===== src/rtl/ecdsa_exp_check_pkg.sv =====
// ecdsa_exp_check_pkg: shared defaults, response-entry field widths and counter helper
package ecdsa_exp_check_pkg;
  localparam int REAL_TIME_NBITS_DEF = 32;
  localparam int ECDSA_ID_NBITS_DEF = 8;
  localparam int FIFO_DEPTH_DEF = 4;
  localparam int RSP_EXPIRED_W = 1;
  localparam int RSP_FUTURE_W = 1;
  localparam int STAT_W = 16;
  function automatic logic [STAT_W-1:0] sat_inc(input logic [STAT_W-1:0] v);
    return (&v) ? v : v + STAT_W'(1);
  endfunction
endpackage


===== src/rtl/ecdsa_exp_fifo.sv =====
// ecdsa_exp_fifo: synchronous FIFO with occupancy count; pop on empty is ignored
module ecdsa_exp_fifo #(
  parameter int WIDTH = 10,
  parameter int DEPTH = 4
) (
  input  logic                     clk,
  input  logic                     rst,
  input  logic                     push,
  input  logic                     pop,
  input  logic [WIDTH-1:0]         din,
  output logic [WIDTH-1:0]         dout,
  output logic [$clog2(DEPTH):0]   count,
  output logic                     full,
  output logic                     empty
);
  localparam int AW = $clog2(DEPTH);
  logic [WIDTH-1:0] mem [DEPTH];
  logic [AW-1:0] wr_ptr, rd_ptr;
  logic do_push, do_pop;
  assign full = count == (AW+1)'(DEPTH);
  assign empty = count == '0;
  assign do_push = push & ~full;
  assign do_pop = pop & ~empty;
  assign dout = mem[rd_ptr];
  always_ff @(posedge clk) begin
    if (rst) begin
      wr_ptr <= '0;
      rd_ptr <= '0;
      count <= '0;
    end else begin
      wr_ptr <= do_push ? wr_ptr + AW'(1) : wr_ptr;
      rd_ptr <= do_pop ? rd_ptr + AW'(1) : rd_ptr;
      count <= count + (AW+1)'(do_push) - (AW+1)'(do_pop);
    end
  end
  always_ff @(posedge clk) begin
    if (do_push) mem[wr_ptr] <= din;
  end
endmodule


===== src/rtl/ecdsa_exp_check.sv =====
// ecdsa_exp_check: 3-stage timestamp expiry checker with credit-controlled output FIFO.
// Optional ECDSA_EXP_STATS_EN adds saturating checked/expired counters with stat_clr.
module ecdsa_exp_check
  import ecdsa_exp_check_pkg::*;
#(
  parameter int REAL_TIME_NBITS = REAL_TIME_NBITS_DEF,
  parameter int ID_NBITS = ECDSA_ID_NBITS_DEF,
  parameter int FIFO_DEPTH = FIFO_DEPTH_DEF
) (
  input  logic                       clk,
  input  logic                       rst,
  input  logic [REAL_TIME_NBITS-1:0] default_exp_time,
  input  logic [REAL_TIME_NBITS-1:0] current_time,
  input  logic                       req_valid,
  output logic                       req_ready,
  input  logic [ID_NBITS-1:0]        req_id,
  input  logic [REAL_TIME_NBITS-1:0] req_timestamp,
  input  logic [REAL_TIME_NBITS-1:0] req_exp_time,
  output logic                       rsp_valid,
  input  logic                       rsp_ready,
  output logic [ID_NBITS-1:0]        rsp_id,
  output logic                       rsp_expired,
  output logic                       rsp_future
`ifdef ECDSA_EXP_STATS_EN
  ,
  input  logic                       stat_clr,
  output logic [STAT_W-1:0]          stat_checked,
  output logic [STAT_W-1:0]          stat_expired
`endif
);
  localparam int N = REAL_TIME_NBITS;
  localparam int CW = $clog2(FIFO_DEPTH) + 1;
  localparam int EW = ID_NBITS + RSP_EXPIRED_W + RSP_FUTURE_W;
  logic accept;
  logic s1_v, s2_v;
  logic [ID_NBITS-1:0] s1_id, s2_id;
  logic [N-1:0] s1_ts, s1_eff, s2_ts;
  logic [N:0] s2_sum;
  logic s2_never;
  logic s3_future, s3_expired;
  logic [EW-1:0] fifo_dout;
  logic [CW-1:0] fifo_count;
  logic [CW:0] credits_used;
  logic fifo_full, fifo_empty;
  // Credits count entries still in the pipe so a full FIFO can never be pushed
  assign credits_used = {1'b0, fifo_count} + (CW+1)'(s1_v) + (CW+1)'(s2_v);
  assign req_ready = credits_used < (CW+1)'(FIFO_DEPTH);
  assign accept = req_valid & req_ready;
  always_ff @(posedge clk) begin
    if (rst) begin
      s1_v <= 1'b0;
      s2_v <= 1'b0;
    end else begin
      s1_v <= accept;
      s2_v <= s1_v;
    end
  end
  always_ff @(posedge clk) begin
    if (accept) begin
      s1_id <= req_id;
      s1_ts <= req_timestamp;
      s1_eff <= (req_exp_time != '0) ? req_exp_time : default_exp_time;
    end
    if (s1_v) begin
      s2_id <= s1_id;
      s2_ts <= s1_ts;
      s2_sum <= {1'b0, s1_ts} + {1'b0, s1_eff};
      s2_never <= s1_eff == '0;
    end
  end
  // A carry out of the expiry sum means the deadline lies beyond the time range
  assign s3_future = s2_ts > current_time;
  assign s3_expired = ~s3_future & ~s2_never & ~s2_sum[N] & (current_time > s2_sum[N-1:0]);
  ecdsa_exp_fifo #(
    .WIDTH(EW),
    .DEPTH(FIFO_DEPTH)
  ) u_fifo (
    .clk  (clk),
    .rst  (rst),
    .push (s2_v),
    .pop  (rsp_ready),
    .din  ({s2_id, s3_expired, s3_future}),
    .dout (fifo_dout),
    .count(fifo_count),
    .full (fifo_full),
    .empty(fifo_empty)
  );
  assign rsp_valid = ~fifo_empty;
  assign {rsp_id, rsp_expired, rsp_future} = fifo_empty ? '0 : fifo_dout;
  a_no_overflow: assert property (@(posedge clk) disable iff (rst) !(s2_v && fifo_full));
`ifdef ECDSA_EXP_STATS_EN
  always_ff @(posedge clk) begin
    if (rst || stat_clr) begin
      stat_checked <= '0;
      stat_expired <= '0;
    end else if (s2_v) begin
      stat_checked <= sat_inc(stat_checked);
      stat_expired <= s3_expired ? sat_inc(stat_expired) : stat_expired;
    end
  end
`endif
endmodule


===== config.mk =====
export PLATFORM = sky130hd
export DESIGN_NAME = ecdsa_exp_check
export DESIGN_NICKNAME = d
export VERILOG_FILES = /design/src/rtl/ecdsa_exp_check_pkg.sv /design/src/rtl/ecdsa_exp_fifo.sv /design/src/rtl/ecdsa_exp_check.sv
export SDC_FILE = /design/constraint.sdc
export NUM_CORES = 1
export LEC_CHECK = 0
export CAP_MARGIN = 40
export CORE_MARGIN = 8
export CORE_UTILIZATION = 50
export DETAILED_ROUTE_END_ITERATION = 7
export GPL_ROUTABILITY_DRIVEN = 0
export PLACE_DENSITY = 0.75
export SYNTH_ARGS = -nofsm -noshare
export SYNTH_HDL_FRONTEND = slang
export SYNTH_SLANG_ARGS = --single-unit

===== constraint.sdc =====
create_clock -name clk -period 5.3 [get_ports clk]
set_input_delay 1.06 -clock clk [delete_from_list [all_inputs] [get_ports clk]]
set_output_delay 1.06 -clock clk [all_outputs]
set_load 0.01 [all_outputs]

==> impl_metrics.py, run 1 <==
metrics = {
    "routing": {
        "detail_route.vias_per_cell": 5.343,
        "antenna_left": 0,
        "detail_route.drc_violations": 0,
        "num_vias": 6657,
        "drt_iter0_drc": 365,
        "drtPass1Iterations": 5,
        "routed_wl_mm": 21.95,
        "drt-wirelength-per-cell_um": 17.62,
    },
    "final_layout": {
        "antenna_cells_inserted": 0,
        "postLayoutCoreUtil": 0.6321,
        "layout.cells.most_common_list": "sky130_fd_sc_hd__edfxtp_1 (186), sky130_fd_sc_hd__clkdlybuf4s50_1 (151), sky130_fd_sc_hd__ha_1 (104)",
        "nets": 1210,
        "post_route_cells_drive_above_1_share": 0.06352,
        "mostFrequentLayoutCell": "sky130_fd_sc_hd__edfxtp_1",
        "final_area_um2": 12750,
        "fillCellCount": 1588,
        "area.growth.synth_to_final_pct": 24.27,
    },
    "clock_network": {
        "cts_tree": "yes",
        "htree_num_levels": 4,
        "cts_buffers": 17,
        "post_cts_resized": 0,
        "clk-insertion-delay-late_ns": 0.44,
        "sinks_on_clock_net": 197,
        "cts-root-to-sink-buffers": 2,
        "clk_transition_reported_paths_ns": 0.08,
        "cts_root_buffer": "sky130_fd_sc_hd__clkbuf_16",
        "cts.repair_timing.setup_buffer_count": 0,
        "post_cts_hold_buffer_count": 0,
    },
    "synth": {
        "postSynth.topFlopCell": "sky130_fd_sc_hd__edfxtp_1",
        "total_standard_cell_area_after_synthesis_um2": 10260,
        "yosys.cell_types.count": 65,
        "yosysWarnings": 0,
        "synthesis.area_per_instance_um2": 12.74,
        "synth_nets": 1051,
        "synth_enable_flop_cells": 186,
        "post_synthesis_instance_total": 805,
        "number_of_storage_elements_in_the_synthesis_netlist": 197,
        "portion_of_the_post_synthesis_area_used_by_sequential_elements": 0.5659,
        "ys_async_sr_fraction": 0,
    },
    "grt": {
        "antenna_violations_before_repair": 0,
        "grt_max_degree": 62,
        "grt_first_pass_wirelength_mm": 35.19,
        "grt-ovfl-total": 0,
        "first_global_vias": 6940,
        "grt_util_all_layers": 0.1738,
    },
    "floorplanning": {
        "io_pins": 152,
        "die_y_um": 159.2,
        "die_width_um": 159.2,
        "placeableCoreArea_um2": 20170,
        "fp.dieArea_um2": 25360,
        "fp-row-count": 52,
        "initial_utilization": 0.5086,
    },
    "sta": {
        "grt_setup_unrepaired": "no",
        "fin_worst_skew_ns": 0.01591,
        "timing.setup.tns_ns": 0,
        "timing.final.hold_violations": 0,
        "clock.fmax_mhz": 286.9,
        "maxSlewHeadroom": 0.5489,
        "holdWs_ns": 0.4295,
        "final_period_minus_worst_setup_slack_ns": 3.486,
        "final-max-slew-violation-count": 0,
        "finalSetupViolCount": 0,
        "min_period_over_period": 0.6577,
        "max_slew.worst_pin.slew_ns": 0.6757,
    },
    "setup_path": {
        "arrival_ns": 2.43,
        "cp.buffers_inverters": 1,
        "slowest_stage_cell_crit_path": "sky130_fd_sc_hd__dfxtp_1",
        "critical_path.endpoint_type": "output port",
        "timing.critical_path.max_delay_family": "flip-flops",
        "timing.critical_path.fanout_max": 10,
        "critical_path_class": "reg2out",
        "regToRegEndpoint": "s2_sum[32]",
        "cells_along_the_critical_path": "mux4_2 > and2_1 > clkdlybuf4s50_1",
        "worst-r2r-setup-slack_ns": 2.32,
        "crit_path_start_kind": "flip-flop",
        "worst_path_largest_cell_delay_ns": 0.75,
        "r2r.worst_path.cells": 9,
        "required_ns": 4.24,
        "worst_r2r_startpoint": "s1_eff[0]",
    },
    "worst_hold_path": {
        "worst_hold_path.num_cells": 0,
        "worstHoldEndpoint": "s2_id[6]",
        "hold_path_startpoint": "s1_id[6]",
        "worst_hold_path_type": "reg2reg",
    },
    "placed_design": {
        "dp_hpwl_mm": 17.35,
        "port_buffers": 151,
        "placement.cell_area_um2": 12130,
    },
    "power_and_ir_drop": {
        "power.density_nw_per_um2": 379.6,
        "p_leak_nw": 5.102,
        "vdd.ir_drop.worst_v": 0.0002030,
    },
    "outcome": {
        "outcome": "completed",
    },
    "job": {
        "max_cap_viol_count": 0,
    },
}
[per-stage QoR]
| step | setup WS, ns | power, W | std cells |
|---|---|---|---|
| 3_3_place_gp | 1.674 | 0.003485 | 1212 |
| 6_report | 1.814 | 0.004840 | 1246 |
| 2_1_floorplan | 0.5934 | 0.003041 | 805 |
| 5_1_grt | 1.649 | 0.005104 | 1246 |
| 3_5_place_dp | 1.690 | 0.003534 | 1215 |
| 4_1_cts | 1.729 | 0.004875 | 1246 |
[cells by family after synthesis]
logic type | Yosys count | share of synthesized area
compound gates | 194 | 0.1300
xor+xnor | 31 | 0.02647
mux | 13 | 0.02488
simple gates | 172 | 0.08794
flops | 197 | 0.5659
buf+inv | 92 | 0.03403
fa+ha+maj | 106 | 0.1307
[cells in the mapped netlist (5+ instances only)]
master	n	area, um2
sky130_fd_sc_hd__clkbuf_1	11	41.29
sky130_fd_sc_hd__nor3_1	5	25.02
sky130_fd_sc_hd__o21ai_0	24	120.1
sky130_fd_sc_hd__a211oi_1	5	37.54
sky130_fd_sc_hd__nor4_1	20	125.1
sky130_fd_sc_hd__dfxtp_1	11	220.2
sky130_fd_sc_hd__ha_1	104	1301
sky130_fd_sc_hd__nand4_1	19	118.9
sky130_fd_sc_hd__nand3_1	10	50.05
sky130_fd_sc_hd__nor2b_1	7	43.79
sky130_fd_sc_hd__edfxtp_1	186	5585
sky130_fd_sc_hd__nor2_1	39	146.4
sky130_fd_sc_hd__inv_1	77	289.0
sky130_fd_sc_hd__o21a_1	5	37.54
sky130_fd_sc_hd__and3_1	6	37.54
sky130_fd_sc_hd__a21oi_1	58	290.3
sky130_fd_sc_hd__nand2b_1	5	31.28
sky130_fd_sc_hd__o21bai_1	6	45.04
sky130_fd_sc_hd__xnor2_1	21	183.9
sky130_fd_sc_hd__mux4_2	10	225.2
sky130_fd_sc_hd__and2_1	20	125.1
sky130_fd_sc_hd__xor2_1	10	87.58
sky130_fd_sc_hd__a21o_1	55	412.9
sky130_fd_sc_hd__nand2_1	30	112.6
sky130_fd_sc_hd__o211ai_1	6	45.04
[worst reg2reg max path, delay by kind of cell (launching register included)]
family                     cells  cell delay [ns]
DFF                            1             0.43
and+or+nand+nor                1             0.07
adders and majority gates      2             0.68
AOI/OAI and AO/OA              6             1.54
[flip-flops by register name (all words and copies together) (netlist names), 2 cells and up, named ones only]
signal	cells
u_fifo.mem	40
s2_sum	33
s1_eff	32
s1_ts	32
s2_ts	32
s1_id	8
s2_id	8
u_fifo.count	3
u_fifo.rd_ptr	2
u_fifo.wr_ptr	2
[layout make-up]
type,instances,area [um2],share of cell area
sequential,197,5807,0.4555
tap,270,337.8,0.02650
multi-input combinational,516,4109,0.3223
clock buffer,17,425.4,0.03337
inverter,77,289.0,0.02267
timing repair buffer,155,1589,0.1246
clock inverter,14,191.4,0.01502
[routing by layer]
layer | share of wire | vias up | GRT usage
li1 | - | 3354 | -
met1 | 0.45 | 3076 | 0.2243
met2 | 0.47 | 200 | 0.2811
met3 | 0.055 | 27 | 0.04473
met4 | 0.019 | 0 | 0.05746
met5 | 0 | - | 0
[power by group]
group	switching [W]	internal, W
registers	0.000128	0.00199
clock network	0.000585	0.000756
logic	0.000714	0.000663
total	0.00143	0.00341
[worst max path at each step]
stage / startpoint / end / cells past startpoint
2_1_floorplan: s1_v / s1_eff[0] / 3
3_3_place_gp: req_exp_time[25] / s1_eff[27] / 5
3_5_place_dp: current_time[23] / u_fifo.mem[2][1] / 10
4_1_cts: flip-flop / rsp_future / 3
5_1_grt: flip-flop / rsp_future / 3
6_report: flip-flop / rsp_future / 3
Power figures use the tool's default switching activity.
==> inputs of run 2 (changes only) <==
clock period = 3.3 ns   (was 5.3 ns; I/O delays follow)
==> run 2 against run 1 <==
Global-route usage is 0.11 points lower. Cell count is 0.16% higher. Largest cell class unchanged. Critical endpoint is now s2_sum[32]. Largest power group unchanged. Highest routed layer unchanged. Sequential power is 60% higher.
==> impl_metrics.py, run 2 (synthesized netlist as in run 1, its figures left out) <==
metrics = {
    "routing": {
        "drt-wirelength-per-cell_um": 17.46,
        "detail_route.drc_violations": 0,
        "drtPass1Iterations": 4,
        "antenna_left": 0,
        "detail_route.vias_per_cell": 5.391,
        "drt_iter0_drc": 343,
        "num_vias": 6728,
        "routed_wl_mm": 21.79,
    },
    "setup_path": {
        "arrival_ns": 3.15,
        "cells_along_the_critical_path": "ha_1 > fa_1 > a21oi_2 > nor2_1 > o311a_1 > o31ai_1 > a2111oi_1 > o21bai_1 > a31oi_1",
        "timing.critical_path.fanout_max": 3,
        "critical_path_class": "reg2reg",
        "worst_path_largest_cell_delay_ns": 0.49,
        "slowest_stage_cell_crit_path": "sky130_fd_sc_hd__o31ai_1",
        "worst-r2r-setup-slack_ns": 0.32,
        "critical_path.endpoint_type": "flip-flop",
        "crit_path_start_kind": "flip-flop",
        "required_ns": 3.47,
        "worst_r2r_startpoint": "s1_eff[0]",
        "critical_path.startpoint": "s1_eff[0]",
    },
    "floorplanning": {
        "initial_utilization": 0.5086,
        "fp-row-count": 52,
        "io_pins": 152,
        "fp.dieArea_um2": 25360,
        "placeableCoreArea_um2": 20170,
        "die_width_um": 159.2,
        "die_y_um": 159.2,
    },
    "sta": {
        "timing.setup.tns_ns": 0,
        "final-max-slew-violation-count": 0,
        "finalSetupViolCount": 0,
        "grt_setup_unrepaired": "no",
        "timing.final.hold_violations": 0,
        "min_period_over_period": 0.9045,
        "holdWs_ns": 0.4199,
        "clock.fmax_mhz": 335.0,
        "fin_worst_skew_ns": 0.01328,
        "maxSlewHeadroom": 0.6072,
        "post_route_worst_setup_slack_ns": 0.3151,
        "final_period_minus_worst_setup_slack_ns": 2.985,
        "max_slew.worst_pin.slew_ns": 0.5880,
    },
    "final_layout": {
        "mostFrequentLayoutCell": "sky130_fd_sc_hd__edfxtp_1",
        "largest_register_ff_count": 40,
        "antenna_cells_inserted": 0,
        "area.growth.synth_to_final_pct": 23.43,
        "nets": 1212,
        "layout_top_registers": "u_fifo.mem (40), s2_sum (33)",
        "max_flop_register": "u_fifo.mem",
        "fillCellCount": 1586,
        "multiInputGateArea_um2": 4109,
        "post_route_cells_drive_above_1_share": 0.06442,
        "final-seq-area_um2": 5807,
        "layout.cells.most_common_list": "sky130_fd_sc_hd__edfxtp_1 (186), sky130_fd_sc_hd__clkdlybuf4s50_1 (151), sky130_fd_sc_hd__ha_1 (104)",
    },
    "grt": {
        "grt_util_all_layers": 0.1727,
        "grt_first_pass_wirelength_mm": 35.03,
        "antenna_violations_before_repair": 0,
        "grt-ovfl-total": 0,
        "first_global_vias": 7140,
        "grt_max_degree": 63,
    },
    "clock_network": {
        "htree_num_levels": 4,
        "cts.repair_timing.setup_buffer_count": 0,
        "post_cts_hold_buffer_count": 0,
        "cts-root-to-sink-buffers": 2,
        "clk_transition_reported_paths_ns": 0.07,
        "clk-insertion-delay-late_ns": 0.43,
        "sinks_on_clock_net": 197,
        "post_cts_resized": 0,
        "cts_buffers": 17,
        "cts_tree": "yes",
        "cts_root_buffer": "sky130_fd_sc_hd__clkbuf_16",
    },
    "power_and_ir_drop": {
        "vdd.ir_drop.worst_v": 0.0003556,
        "power.density_nw_per_um2": 592.9,
        "p_leak_nw": 5.062,
    },
    "placed_design": {
        "port_buffers": 151,
        "dp_hpwl_mm": 17.30,
        "dpl_worst_slack_ns": 0.1058,
    },
    "worst_hold_path": {
        "hold_path_startpoint": "s1_id[3]",
        "worst_hold_path_type": "reg2reg",
    },
    "job": {
        "max_cap_viol_count": 0,
    },
    "outcome": {
        "outcome": "completed",
    },
}
-- run 2: worst max-delay path, delay by kind of cell, from the launching register on --
family                     cells  cell delay [ns]
and+or+nand+nor                1             0.07
adders and majority gates      2             0.68
DFF                            1             0.42
AOI/OAI and AO/OA              6             1.55
-- run 2: per-stage QoR --
| step | area [um2] | instances | power [W] | util |
|---|---|---|---|---|
| floorplan | 10260 | 805 | 0.004875 | - |
| global placement | 12100 | 1216 | 0.005613 | 0.6001 |
| detailed placement | 12130 | 1217 | 0.005677 | 0.6015 |
| CTS | 12660 | 1248 | 0.007563 | 0.6278 |
| global route | 12660 | 1248 | 0.007917 | 0.6278 |
| finish | 12660 | 1248 | 0.007507 | 0.6278 |
-- run 2: where the power goes --
part,switching [W],internal (W)
Combinational,0.00116,0.00107
Clock,0.000912,0.000971
Sequential,0.000190,0.00320
-- run 2: per-layer routing --
| layer | global-route usage | wire length (um) | vias up |
|---|---|---|---|
| met4 | 0.06604 | 469 | 0 |
| met1 | 0.2198 | 9865 | 3144 |
| met5 | 0 | 0 | - |
| met3 | 0.04240 | 1141 | 32 |
| met2 | 0.2807 | 10310 | 191 |
| li1 | - | - | 3361 |
-- run 2: layout make-up --
type                            count  share of cell area
Clock buffer                       18             0.03389
Clock inverter                     13            0.008004
Inverter                           77             0.02283
Multi-Input combinational cell    516              0.3245
Sequential cell                   197              0.4586
Tap cell                          270             0.02668
Timing Repair Buffer              157              0.1255
-- run 2: final timing paths --
check / cells after the start / end
worst max-delay path: 9 / s2_sum[32]
worst max register to register: 9 / s2_sum[32]
worst min register to register: 0 / s2_id[3]
worst min-delay path: 0 / s2_id[3]
==> inputs of run 3 (changes only) <==
PLACE_DENSITY = not set   (was 0.75)
PLACE_DENSITY_LB_ADDON = 0.2   (was not set)
==> run 3 against run 2 <==
Wire length decreased by 1.2%. Count of clock-buffer cells in the layout did not move. Core utilization is 0.22 points higher. Design area grew 0.36%. Largest cell class unchanged. Sequential power is essentially flat. Via count is 0.13% lower. Maximum frequency fell by 1.4%. Cell count is essentially flat. Sequential share of layout area fell by 0.16 points. First-iteration DRC count grew 22%. Sequential cell count is the same.
==> impl_metrics.py, run 3 (synthesized netlist as in run 1, its figures left out) <==
metrics = {
    "clock_network": {
        "cts_root_buffer": "sky130_fd_sc_hd__clkbuf_16",
        "post_cts_resized": 0,
        "sinks_on_clock_net": 197,
        "cts-root-to-sink-buffers": 2,
        "post_cts_hold_buffer_count": 0,
        "htree_num_levels": 4,
        "cts_tree": "yes",
        "clk_transition_reported_paths_ns": 0.07,
        "cts.repair_timing.setup_buffer_count": 0,
        "clk-insertion-delay-late_ns": 0.44,
        "cts_buffers": 17,
    },
    "setup_path": {
        "cp_common_cell": "sky130_fd_sc_hd__nor2_1",
        "cp.buffers_inverters": 0,
        "critical_path.endpoint_type": "flip-flop",
        "timing.critical_path.fanout_max": 3,
        "crit_path_start_kind": "flip-flop",
        "arrival_ns": 3.21,
        "worst_path_largest_cell_delay_ns": 0.50,
        "timing.critical_path.max_delay_family": "compound AO/OA/AOI/OAI gates",
        "slowest_stage_cell_crit_path": "sky130_fd_sc_hd__o31ai_1",
        "critical_path_class": "reg2reg",
        "cells_along_the_critical_path": "ha_1 > fa_1 > a21oi_2 > nor2_1 > o311a_1 > o31ai_1 > a2111oi_1 > nor2_1 > xnor2_1",
        "required_ns": 3.48,
    },
    "sta": {
        "holdWs_ns": 0.4187,
        "timing.setup.tns_ns": 0,
        "final_period_minus_worst_setup_slack_ns": 3.028,
        "timing.final.hold_violations": 0,
        "min_period_over_period": 0.9176,
        "clock.fmax_mhz": 330.3,
        "max_slew.worst_pin.slew_ns": 0.5699,
        "fin_worst_skew_ns": 0.01145,
        "finalSetupViolCount": 0,
        "grt_setup_unrepaired": "no",
        "final-max-slew-violation-count": 0,
        "maxSlewHeadroom": 0.6193,
    },
    "grt": {
        "grt_util_all_layers": 0.1726,
        "grt-ovfl-total": 0,
        "grt_first_pass_wirelength_mm": 35.06,
        "grt_max_degree": 57,
        "antenna_violations_before_repair": 0,
        "first_global_vias": 6953,
    },
    "final_layout": {
        "layout_top_registers": "u_fifo.mem (40), s2_sum (33)",
        "antenna_cells_inserted": 0,
        "max_flop_register": "u_fifo.mem",
        "nets": 1212,
        "post_route_cells_drive_above_1_share": 0.06435,
        "layout.cells.most_common_list": "sky130_fd_sc_hd__edfxtp_1 (186), sky130_fd_sc_hd__clkdlybuf4s50_1 (151), sky130_fd_sc_hd__ha_1 (104)",
        "layout.cells.non_filler": 1249,
        "mostFrequentLayoutCell": "sky130_fd_sc_hd__edfxtp_1",
        "largest_register_ff_count": 40,
        "multiInputGateArea_um2": 4109,
        "fillCellCount": 1594,
        "final-seq-area_um2": 5807,
        "area.growth.synth_to_final_pct": 23.87,
        "postLayoutCoreUtil": 0.6300,
    },
    "routing": {
        "routed_wl_mm": 21.52,
        "detail_route.vias_per_cell": 5.380,
        "drt-wirelength-per-cell_um": 17.23,
        "drtPass1Iterations": 4,
        "detail_route.drc_violations": 0,
        "antenna_left": 0,
        "drt_iter0_drc": 418,
        "num_vias": 6719,
    },
    "job": {
        "max_cap_viol_count": 0,
    },
    "floorplanning": {
        "initial_utilization": 0.5086,
        "die_width_um": 159.2,
        "die_y_um": 159.2,
        "fp.dieArea_um2": 25360,
        "fp-row-count": 52,
        "placeableCoreArea_um2": 20170,
        "io_pins": 152,
    },
    "outcome": {
        "outcome": "completed",
    },
    "placed_design": {
        "dp_hpwl_mm": 17.22,
        "dp.cells": 1217,
        "port_buffers": 151,
    },
    "worst_hold_path": {
        "worst_hold_path_type": "reg2reg",
    },
    "power_and_ir_drop": {
        "vdd.ir_drop.worst_v": 0.0003646,
        "p_leak_nw": 5.080,
        "power.density_nw_per_um2": 598.7,
        "power_w": 0.007608,
    },
}
==> run 3: area by class of cell <==
type                    instances  area share
multi-input cells             516      0.3234
repair buffers                157      0.1250
well taps                     270     0.02659
inverters                      77     0.02275
clock inverters                14     0.01152
clock buffers                  18     0.03377
flip-flops and latches        197      0.4570
==> run 3: path summary, 6_finish.rpt <==
| path | endpoint | start | depth (start not counted) | slack [ns] |
|---|---|---|---|---|
| max | s2_sum[28] | s1_ts[0] | 9 | 0.27 |
| min | s2_id[2] | s1_id[2] | 0 | 0.42 |
| max reg2reg | s2_sum[28] | s1_ts[0] | 9 | 0.27 |
| min reg2reg | s2_id[2] | s1_id[2] | 0 | 0.42 |
==> run 3: report_power, final <==
| group | total [W] | switching (W) | internal (W) |
|---|---|---|---|
| combinational | 0.00222 | 0.00115 | 0.00107 |
| clock | 0.00200 | 0.000941 | 0.00106 |
| sequential | 0.00338 | 0.000178 | 0.00320 |
==> run 3: through the flow <==
step | worst slack [ns] | area [um2]
6_report | 0.2720 | 12710
5_1_grt | 0.06607 | 12710
4_1_cts | 0.2799 | 12710
3_5_place_dp | 0.004003 | 12130
3_3_place_gp | 0.02612 | 12100
2_1_floorplan | 0.2257 | 10260
==> run 3: routing by layer <==
layer  wire, um  GRT usage  vias to the layer above
li1           -          -                     3359
met1       9931     0.2264                     3155
met2      10070     0.2760                      183
met3       1164    0.04162                       22
met4        362    0.05918                        0
met5          0          0                        -
==> run 3: worst reg2reg max path, cell delays in order (launching register included) <==
cell	delay, ns
sky130_fd_sc_hd__edfxtp_1	0.44
sky130_fd_sc_hd__ha_1	0.28
sky130_fd_sc_hd__fa_1	0.43
sky130_fd_sc_hd__a21oi_2	0.18
sky130_fd_sc_hd__nor2_1	0.07
sky130_fd_sc_hd__o311a_1	0.38
sky130_fd_sc_hd__o31ai_1	0.50
sky130_fd_sc_hd__a2111oi_1	0.21
sky130_fd_sc_hd__nor2_1	0.20
sky130_fd_sc_hd__xnor2_1	0.09
